`config.mk`:
```
export PLATFORM = sky130hd
export DESIGN_NAME = multicycle_maindec
export DESIGN_NICKNAME = d
export VERILOG_FILES = /design/src/rtl/legv8_ctrl_pkg.sv /design/src/rtl/legv8_op_classifier.sv /design/src/rtl/multicycle_maindec.sv
export SDC_FILE = /design/constraint.sdc
export NUM_CORES = 1
export LEC_CHECK = 0
export CAP_MARGIN = 20
export CORE_MARGIN = 2
export CORE_UTILIZATION = 50
export DETAILED_ROUTE_END_ITERATION = 8
export DONT_BUFFER_PORTS = 1
export PLACE_DENSITY_LB_ADDON = 0.2
export SLEW_MARGIN = 20
export SYNTH_ARGS = -nofsm -noshare
export SYNTH_HDL_FRONTEND = slang
export SYNTH_HIERARCHICAL = 1
export SYNTH_SLANG_ARGS = --single-unit
```
`constraint.sdc`:
```
create_clock -name clk -period 1.9 [get_ports clk]
set_input_delay 0.095 -clock clk [delete_from_list [all_inputs] [get_ports clk]]
set_output_delay 0.095 -clock clk [all_outputs]
set_load 0.01 [all_outputs]
```
`src/rtl/legv8_ctrl_pkg.sv`:
```
// Shared encodings for the multi-cycle LEGv8 control unit: states, opcode classes,
// opcode match patterns, ALUOp classes and exception codes.
package legv8_ctrl_pkg;

  typedef enum logic [2:0] {
    S_FETCH  = 3'd0,
    S_DECODE = 3'd1,
    S_EXEC   = 3'd2,
    S_MEM    = 3'd3,
    S_WB     = 3'd4,
    S_EXC    = 3'd5
  } state_t;

  typedef enum logic [2:0] {
    CL_RTYPE   = 3'd0,
    CL_IMM     = 3'd1,
    CL_LDUR    = 3'd2,
    CL_STUR    = 3'd3,
    CL_CBZ     = 3'd4,
    CL_CBNZ    = 3'd5,
    CL_B       = 3'd6,
    CL_ILLEGAL = 3'd7
  } op_class_t;

  // Opcode patterns for casez matching; '?' bits belong to the immediate/offset field.
  localparam logic [10:0] OPC_ADD  = 11'b10001011000;
  localparam logic [10:0] OPC_SUB  = 11'b11001011000;
  localparam logic [10:0] OPC_AND  = 11'b10001010000;
  localparam logic [10:0] OPC_ORR  = 11'b10101010000;
  localparam logic [10:0] OPC_LDUR = 11'b11111000010;
  localparam logic [10:0] OPC_STUR = 11'b11111000000;
  localparam logic [10:0] OPC_CBZ  = 11'b10110100???;
  localparam logic [10:0] OPC_CBNZ = 11'b10110101???;
  localparam logic [10:0] OPC_B    = 11'b000101?????;
  localparam logic [10:0] OPC_ADDI = 11'b1001000100?;
  localparam logic [10:0] OPC_SUBI = 11'b1101000100?;

  localparam logic [1:0] ALUOP_ADD   = 2'b00;
  localparam logic [1:0] ALUOP_PASSB = 2'b01;
  localparam logic [1:0] ALUOP_FUNCT = 2'b10;
  localparam logic [1:0] ALUOP_IMM   = 2'b11;

  localparam logic [1:0] EXC_NONE        = 2'b00;
  localparam logic [1:0] EXC_ILLEGAL     = 2'b01;
  localparam logic [1:0] EXC_MEM_TIMEOUT = 2'b10;

endpackage

```
`src/rtl/legv8_op_classifier.sv`:
```
// Combinational opcode classifier; the opcode occupies the top 11 bits of op.
module legv8_op_classifier
  import legv8_ctrl_pkg::*;
#(
  parameter int OP_W = 11
) (
  input  logic [OP_W-1:0] op,
  output op_class_t       cls
);

  logic [10:0] op11;
  assign op11 = op[OP_W-1 -: 11];

  always_comb begin
    cls = CL_ILLEGAL;
    casez (op11)
      OPC_ADD, OPC_SUB, OPC_AND, OPC_ORR: cls = CL_RTYPE;
      OPC_ADDI, OPC_SUBI:                 cls = CL_IMM;
      OPC_LDUR:                           cls = CL_LDUR;
      OPC_STUR:                           cls = CL_STUR;
      OPC_CBZ:                            cls = CL_CBZ;
      OPC_CBNZ:                           cls = CL_CBNZ;
      OPC_B:                              cls = CL_B;
      default:                            cls = CL_ILLEGAL;
    endcase
  end

endmodule

```
`src/rtl/multicycle_maindec.sv`:
```
// Multi-cycle LEGv8 main control: FETCH/DECODE/EXEC/MEM/WB sequencer with a
// memory-ack timeout and a terminal exception state.
module multicycle_maindec
  import legv8_ctrl_pkg::*;
#(
  parameter int OP_W        = 11,
  parameter int ALUOP_W     = 2,
  parameter int MEM_TIMEOUT = 15
) (
  input  logic               clk,
  input  logic               reset,
  input  logic [OP_W-1:0]    Op,
  input  logic               Zero,
  input  logic               mem_ack,
  output logic               PCWrite,
  output logic               PCSrc,
  output logic               IRWrite,
  output logic               Reg2Loc,
  output logic               ALUSrc,
  output logic               MemtoReg,
  output logic               RegWrite,
  output logic               MemRead,
  output logic               MemWrite,
  output logic               Branch,
  output logic [ALUOP_W-1:0] ALUOp,
  output logic               Exc,
  output logic [1:0]         ExcCode,
  output logic [2:0]         State
);

  localparam int CNT_W = $clog2(MEM_TIMEOUT + 1);

  state_t          state;
  op_class_t       cls;
  op_class_t       cls_dec;
  logic [CNT_W-1:0] cnt;
  logic            exc;
  logic [1:0]      exc_code;
  logic [1:0]      alu_op;
  logic            take;

  legv8_op_classifier #(.OP_W(OP_W)) u_cls (
    .op  (Op),
    .cls (cls_dec)
  );

  always_ff @(posedge clk or posedge reset) begin
    if (reset) begin
      state    <= S_FETCH;
      cls      <= CL_ILLEGAL;
      cnt      <= '0;
      exc      <= 1'b0;
      exc_code <= EXC_NONE;
    end else begin
      case (state)
        S_FETCH: state <= S_DECODE;
        S_DECODE: begin
          cls <= cls_dec;
          if (cls_dec == CL_ILLEGAL) begin
            state    <= S_EXC;
            exc      <= 1'b1;
            exc_code <= EXC_ILLEGAL;
          end else begin
            state <= S_EXEC;
          end
        end
        S_EXEC: begin
          cnt <= '0;
          case (cls)
            CL_LDUR, CL_STUR: state <= S_MEM;
            CL_RTYPE, CL_IMM: state <= S_WB;
            default:          state <= S_FETCH;
          endcase
        end
        S_MEM: begin
          if (mem_ack) begin
            cnt   <= '0;
            state <= (cls == CL_LDUR) ? S_WB : S_FETCH;
          end else begin
            cnt <= cnt + CNT_W'(1);
            // This is the MEM_TIMEOUT-th cycle without an ack.
            if (cnt == CNT_W'(MEM_TIMEOUT - 1)) begin
              state    <= S_EXC;
              exc      <= 1'b1;
              exc_code <= EXC_MEM_TIMEOUT;
            end
          end
        end
        S_WB:    state <= S_FETCH;
        S_EXC:   state <= S_EXC;
        default: state <= S_EXC;
      endcase
    end
  end

  // Decode straight from the registered state so reset kills MemRead/MemWrite at once.
  assign take = Zero ^ (cls == CL_CBNZ);

  always_comb begin
    PCWrite  = 1'b0;
    PCSrc    = 1'b0;
    IRWrite  = 1'b0;
    Reg2Loc  = 1'b0;
    ALUSrc   = 1'b0;
    MemtoReg = 1'b0;
    RegWrite = 1'b0;
    MemRead  = 1'b0;
    MemWrite = 1'b0;
    Branch   = 1'b0;
    alu_op   = ALUOP_ADD;
    case (state)
      S_FETCH: begin
        IRWrite = 1'b1;
        PCWrite = 1'b1;
      end
      S_DECODE: Reg2Loc = (cls_dec == CL_STUR) || (cls_dec == CL_CBZ) || (cls_dec == CL_CBNZ);
      S_EXEC: begin
        case (cls)
          CL_RTYPE: alu_op = ALUOP_FUNCT;
          CL_IMM: begin
            ALUSrc = 1'b1;
            alu_op = ALUOP_IMM;
          end
          CL_LDUR, CL_STUR: ALUSrc = 1'b1;
          CL_CBZ, CL_CBNZ: begin
            alu_op  = ALUOP_PASSB;
            Branch  = 1'b1;
            PCSrc   = take;
            PCWrite = take;
          end
          CL_B: begin
            Branch  = 1'b1;
            PCSrc   = 1'b1;
            PCWrite = 1'b1;
          end
          default: ;
        endcase
      end
      S_MEM: begin
        MemRead  = (cls == CL_LDUR);
        MemWrite = (cls == CL_STUR);
      end
      S_WB: begin
        RegWrite = 1'b1;
        MemtoReg = (cls == CL_LDUR);
      end
      default: ;
    endcase
  end

  assign ALUOp   = ALUOP_W'(alu_op);
  assign Exc     = exc;
  assign ExcCode = exc_code;
  assign State   = state;

endmodule

```
[Yosys cells after proc, flatten, opt, wreduce, memory -nomap -nowiden]
Cells that the tools add are included.
Word-level totals
  flip-flop bits (word level): 13
  bits of input ports: 15
  output and inout port bits: 18
  logic and storage cells: 83
Cells by class
  add/subtract/negate cells: 1
  eq/ne operators: 30
  reductions and logical operators: 14
  bitwise operators: 1
  multiplexer cells: 32
Operator list (count)
  11-bit == test (second input constant): 6
  3-bit == test (second input constant): 7
  3-bit one-hot mux with 7 select lines: 1
  10-bit == test (second input constant): 2
  8-bit == test (second input constant): 2
  3-bit by 2-bit == test with 1-bit output (second input constant): 5
  3-bit one-hot mux with 5 select lines: 1
  1-bit 2-to-1 mux: 14
  3-bit 2-to-1 mux: 4
  2-bit 2-to-1 mux: 4
  4-bit one-hot mux with 2 select lines: 1
  2-bit OR reduction: 4
  3-bit by 1-bit == test with 1-bit output (second input constant): 2
  6-bit by 3-bit == test with 1-bit output (second input constant): 1
  3-bit logical NOT: 2
  2-bit inequality test (second input constant): 3
  1-bit one-hot mux with 2 select lines: 3
  2-bit one-hot mux with 3 select lines: 1
  3-bit one-hot mux with 2 select lines: 1
  3-bit OR reduction: 2
  4-bit by 1-bit adder with 4-bit output (second input constant): 1
  4-bit == test (second input constant): 1
  4-bit 2-to-1 mux: 1
  2-bit one-hot mux with 2 select lines: 1
  6 further kinds: 8

[Longest topological paths before layout]
  depth in word-level cells: 7
  depth in mapped cells: 7
  mapped depth without buffers: 7

[Cells and area by module]
Netlist, hierarchy kept.
By module, submodules not included
  multicycle_maindec: cells an instance 91, sequential area each 329.1 um2, instances 1, area each 849.6 um2
  legv8_op_classifier: cells an instance 22, sequential area each 0.0 um2, instances 1, area each 185.2 um2

[Worst setup path before layout]
Ideal clock, no wire load.
  path type: input to register
  start: input port Op[0]
  end: register state[0], in the netlist State[0]
  cell stages on the path: 6
  arrival time: 1.653 ns
  required time: 1.771 ns
  path slack: 0.119 ns
  buffers on the path: 0
  cells stage by stage: or4b_1 > o21ai_0 > o2bb2ai_1 > nand3_1 > o211ai_2 > a2111o_1
Between the ends
  longest elaborated chain between the ends: 6
RTL lines
  start, declared: line multicycle_maindec.sv:12  | input logic [OP_W-1:0] Op,
  11-bit == test: line legv8_op_classifier.sv:16  | casez (op11)
  4-bit OR reduction: line legv8_op_classifier.sv:16
  3-bit one-hot mux with 7 select lines (*): line legv8_op_classifier.sv:16
  via cls_dec[1]: line multicycle_maindec.sv:35  | op_class_t cls_dec;
  3-bit == test (*): line multicycle_maindec.sv:59  | if (cls_dec == CL_ILLEGAL) begin
  3-bit 2-to-1 mux (*): line multicycle_maindec.sv:59
  3-bit one-hot mux with 5 select lines (*): line multicycle_maindec.sv:55  | case (state)
  end signal, assigned: line multicycle_maindec.sv:78  | state <= (cls == CL_LDUR) ? S_WB : S_FETCH;
  end, declared: line multicycle_maindec.sv:33  | state_t state;
Mark *: on every way through the listed nets, which the timed path passes. The rest lies on a longest branch.
A chain may end at the register's enable or synchronous reset.

[Worst setup path after layout]
  start: input port Op[0]
  end: output port Reg2Loc
Between the ends
  longest elaborated chain between the ends: 7
RTL lines
  11-bit == test: line legv8_op_classifier.sv:16
  4-bit OR reduction: line legv8_op_classifier.sv:16
  3-bit one-hot mux with 7 select lines (*): line legv8_op_classifier.sv:16
  via cls_dec[0]: line multicycle_maindec.sv:35
  3-bit by 2-bit == test with 1-bit output or 3-bit == test (tied branches): line multicycle_maindec.sv:116  | S_DECODE: Reg2Loc = (cls_dec == CL_STUR) || (cls_dec == CL_CBZ) || (cls_dec == CL_CBNZ);
  1-bit logical OR: line multicycle_maindec.sv:116
  1-bit logical OR (*): line multicycle_maindec.sv:116
  1-bit 2-to-1 mux (*): line multicycle_maindec.sv:111  | case (state)
  end, declared: line multicycle_maindec.sv:18  | output logic Reg2Loc,
Marked as above.

==> load_flow_metrics.sql <==
INSERT INTO impl_metrics (metric_group, metric, value, unit) VALUES
('finish', 'most_common_cell_after_layout_fill_and_taps_aside', 'sky130_fd_sc_hd__nand2_1', ''),
('synthesis', 'mappedNetlistArea', '1030', 'um^2'),
('drt', 'drt-wirelength-per-cell', '14.5', 'um'),
('floorplanning', 'site_row_count', '16', ''),
('drt', 'm1WireLength', '1010', 'um'),
('timing', 'tightestPinTransition', '490', 'ps'),
('placed_design', 'gpl.final_weighted_congestion', '0.769', ''),
('synthesis', 'syn_avg_cell_area', '9.16', 'um^2'),
('synthesis', 'share_of_synthesized_registers_carrying_an_async_set_or_reset', '100', '%'),
('global_route', 'gr-total-overflow', '0', ''),
('finish', 'synthToLayoutAreaGrowth', '7.13', '%'),
('floorplanning', 'die_w', '49.5', 'um'),
('finish', 'fraction_of_layout_cells_with_a_size_suffix_above_1', '22.5', '%'),
('floorplanning', 'die_y', '49.5', 'um'),
('finish', 'postLayoutCoreUtil', '56.5', '%'),
('synthesis', 'synth_top_area_share', '24.2', '%'),
('worst_setup_path', 'crit_fanout', '2', ''),
('drt', 'total_via_count_after_detailed_routing', '856', ''),
('synthesis', 'yosysTopAreaCell', 'sky130_fd_sc_hd__dfrtp_1', ''),
('worst_hold_path', 'classification_of_the_worst_slack_hold_path', 'input pin to flop', ''),
('worst_setup_path', 'cp-end-kind', 'output port', ''),
('cts', 'path_clk_slew', '70', 'ps'),
('power_and_ir_drop', 'max-vdd-ir-drop', '0.511', 'mV'),
('global_route', 'grt_use_total', '18.3', '%'),
('floorplanning', 'floorplan.io_pins', '33', ''),
('run', 'max_capacitance_violation_count', '0', ''),
('drt', 'dr_wl_met3', '120', 'um'),
('cts', 'postCtsSetupBuffers', '0', ''),
('timing', 'achievable-frequency', '546', 'MHz'),
('synthesis', 'sequential_area_share_after_synthesis', '31.8', '%'),
('worst_setup_path', 'start_kind', 'input pin', ''),
('synthesis', 'synth.ff_latch_count', '13', ''),
('synthesis', 'largest_cells_by_area_after_synthesis', 'sky130_fd_sc_hd__dfrtp_1 (24%), sky130_fd_sc_hd__dfstp_2 (7.6%), sky130_fd_sc_hd__nand2_1 (4.7%)', ''),
('placed_design', 'hpwl', '1680', 'um'),
('timing', 'min_period', '1830', 'ps'),
('finish', 'most-common-layout-cells', 'sky130_fd_sc_hd__nand2_1 (13), sky130_fd_sc_hd__dfrtp_1 (10), sky130_fd_sc_hd__buf_4 (8), sky130_fd_sc_hd__o21ai_0 (7)', ''),
('synthesis', 'post_synth_inst_count', '113', ''),
('worst_setup_path', 'critPathRequiredTime', '1800', 'ps'),
('cts', 'clk_latency', '270', 'ps'),
('finish', 'diodes_inserted', '0', ''),
('floorplanning', 'effective_utilization_at_floorplan', '52.7', '%'),
('synthesis', 'synth-main-ff-cell', 'sky130_fd_sc_hd__dfrtp_1', ''),
('cts', 'h-tree-depth', '1', ''),
('global_route', 'antenna_found_initial', '0', ''),
('drt', 'highest-signal-layer', 'met4', ''),
('timing', 'relative_slew_margins', '67.3', '%'),
('synthesis', 'mappedNetlistNets', '130', ''),
('cts', 'cts_root_buf', 'sky130_fd_sc_hd__clkbuf_4', ''),
('drt', 'post_drt_via_cell_ratio', '5.82', ''),
('timing', 'final-max-slew-violation-count', '0', ''),
('drt', 'drt-initial-drc-count', '4', ''),
('power_and_ir_drop', 'power.density_cell_area', '431', 'nW/um^2'),
('drt', 'ant_nets', '0', ''),
('placed_design', 'dp.cells', '142', ''),
('global_route', 'first_global_vias', '801', ''),
('drt', 'detail_route.wirelength', '2130', 'um'),
('timing', 'final_hold_viol_count', '0', ''),
('finish', 'final.fill_count', '194', ''),
('cts', 'clock_tree.buffer_depth', '2', ''),
('floorplanning', 'die_area', '2450', 'um^2'),
('timing', 'setup_viol_count_final', '0', ''),
('power_and_ir_drop', 'power_leakage', '0.000422', 'uW'),
('status', 'status', 'complete, no violations', ''),
('worst_setup_path', 'worst_ep_arrival_time', '1740', 'ps'),
('synthesis', 'synth-edff-count', '0', ''),
('drt', 'routed_wire_length_on_met2', '988', 'um'),
('cts', 'clock_sink_count', '13', ''),
('finish', 'post_layout_instance_count_excluding_filler_cells', '147', ''),
('timing', 'timing.clock.skew', '2.66', 'ps'),
('cts', 'tritoncts_clock_tree', 'built', ''),
('placed_design', 'placement.io_buffers', '0', '');
-- Yosys cell counts, drive strengths merged (2+ instances only) --
cell,n
ha,2
o2bb2ai,2
nand3b,3
nor3b,4
nor3,5
a21oi,2
nand2,13
dfrtp,10
nor2b,2
nand2b,4
or3b,3
or3,3
nand3,6
and3b,3
buf,3
clkbuf,3
o21ai,9
inv,5
dfstp,3
nor2,6
-- state kept, by name, summed over array words and instances, names as in the netlist --
register / flops
Exc: 1
ExcCode: 2
State: 3
cls: 3
cnt: 4
-- cell type report --
class / count / area (um^2) / area share [%]
well taps: 27 / 33.8 / 3.05
flip-flops and latches: 13 / 329 / 29.7
multi-input cells: 89 / 631 / 56.9
repair buffers: 9 / 70.1 / 6.32
inverters: 5 / 18.8 / 1.69
clock buffers: 4 / 26.3 / 2.37
-- cell families after synthesis --
group                    count (synthesis)  share of synthesized area (%)
AND/OR/NAND/NOR                         61                           37.2
AO/OA/AOI/OAI                           25                           19.7
flip-flops                              13                           31.8
buffers and inverters                   11                           7.74
adder cells (fa/ha/maj)                  2                           2.42
multiplexers                             1                           1.09
-- worst paths after layout --
path	startpoint	endpoint	slack, ps	cells after the start
min in group asynchronous	reset	Exc$_DFFE_PP0P_	280	2
min reg2reg	cls[0]$_DFFE_PP1P_	cls[0]$_DFFE_PP1P_	510	2
min	Op[7]	cls[1]$_DFFE_PP1P_	170	4
max	Op[0]	Reg2Loc	70	8
max in group asynchronous	reset	cls[0]$_DFFE_PP1P_	1260	2
max reg2reg	State[0]$_DFFE_PP0P_	State[2]$_DFFE_PP0P_	340	4
-- metal layers --
metal | GRT usage, % | vias to the layer above
li1 | - | 434
met1 | 24.7 | 395
met2 | 30.4 | 25
met3 | 3.64 | 2
met4 | 4.17 | 0
met5 | 0 | -
-- power breakdown --
part           leakage [uW]  total (uW)  internal (uW)  switching, uW
Clock             0.0000150         165           81.2           84.3
Combinational      0.000266        31.3           15.3           16.1
Sequential         0.000141         281            279           2.28
Total              0.000422         478            375            103
-- worst max-delay path, cell delays in order --
cell	delay, ps
sky130_fd_sc_hd__or4b_1	540
sky130_fd_sc_hd__nand2b_4	170
sky130_fd_sc_hd__o221ai_2	160
sky130_fd_sc_hd__o2bb2ai_1	160
sky130_fd_sc_hd__buf_4	140
sky130_fd_sc_hd__nand2_1	40
sky130_fd_sc_hd__mux2_2	250
sky130_fd_sc_hd__nor2_1	190
-- repair_timing --
| action | CTS | global route |
|---|---|---|
| setup endpoints to repair | 0 | 2 |
| hold buffers | 1 | 0 |
| hold endpoints to repair | 10 | 0 |
| gates resized for setup | 0 | 2 |
-- stage by stage --
step	setup WS [ps]	power [uW]	cell area (um^2)	hold WS, ps	setup TNS (ps)
final	67.9	478	1110	175	0
after global routing	1.95	503	1110	197	0
after CTS	71.3	486	1100	165	0
after detailed placement	-46.9	316	1070	38.8	-46.9
after global placement	76.3	315	1070	31.3	0
after floorplan	119	310	1030	-30.2	0
Power figures use the tool's default switching activity.
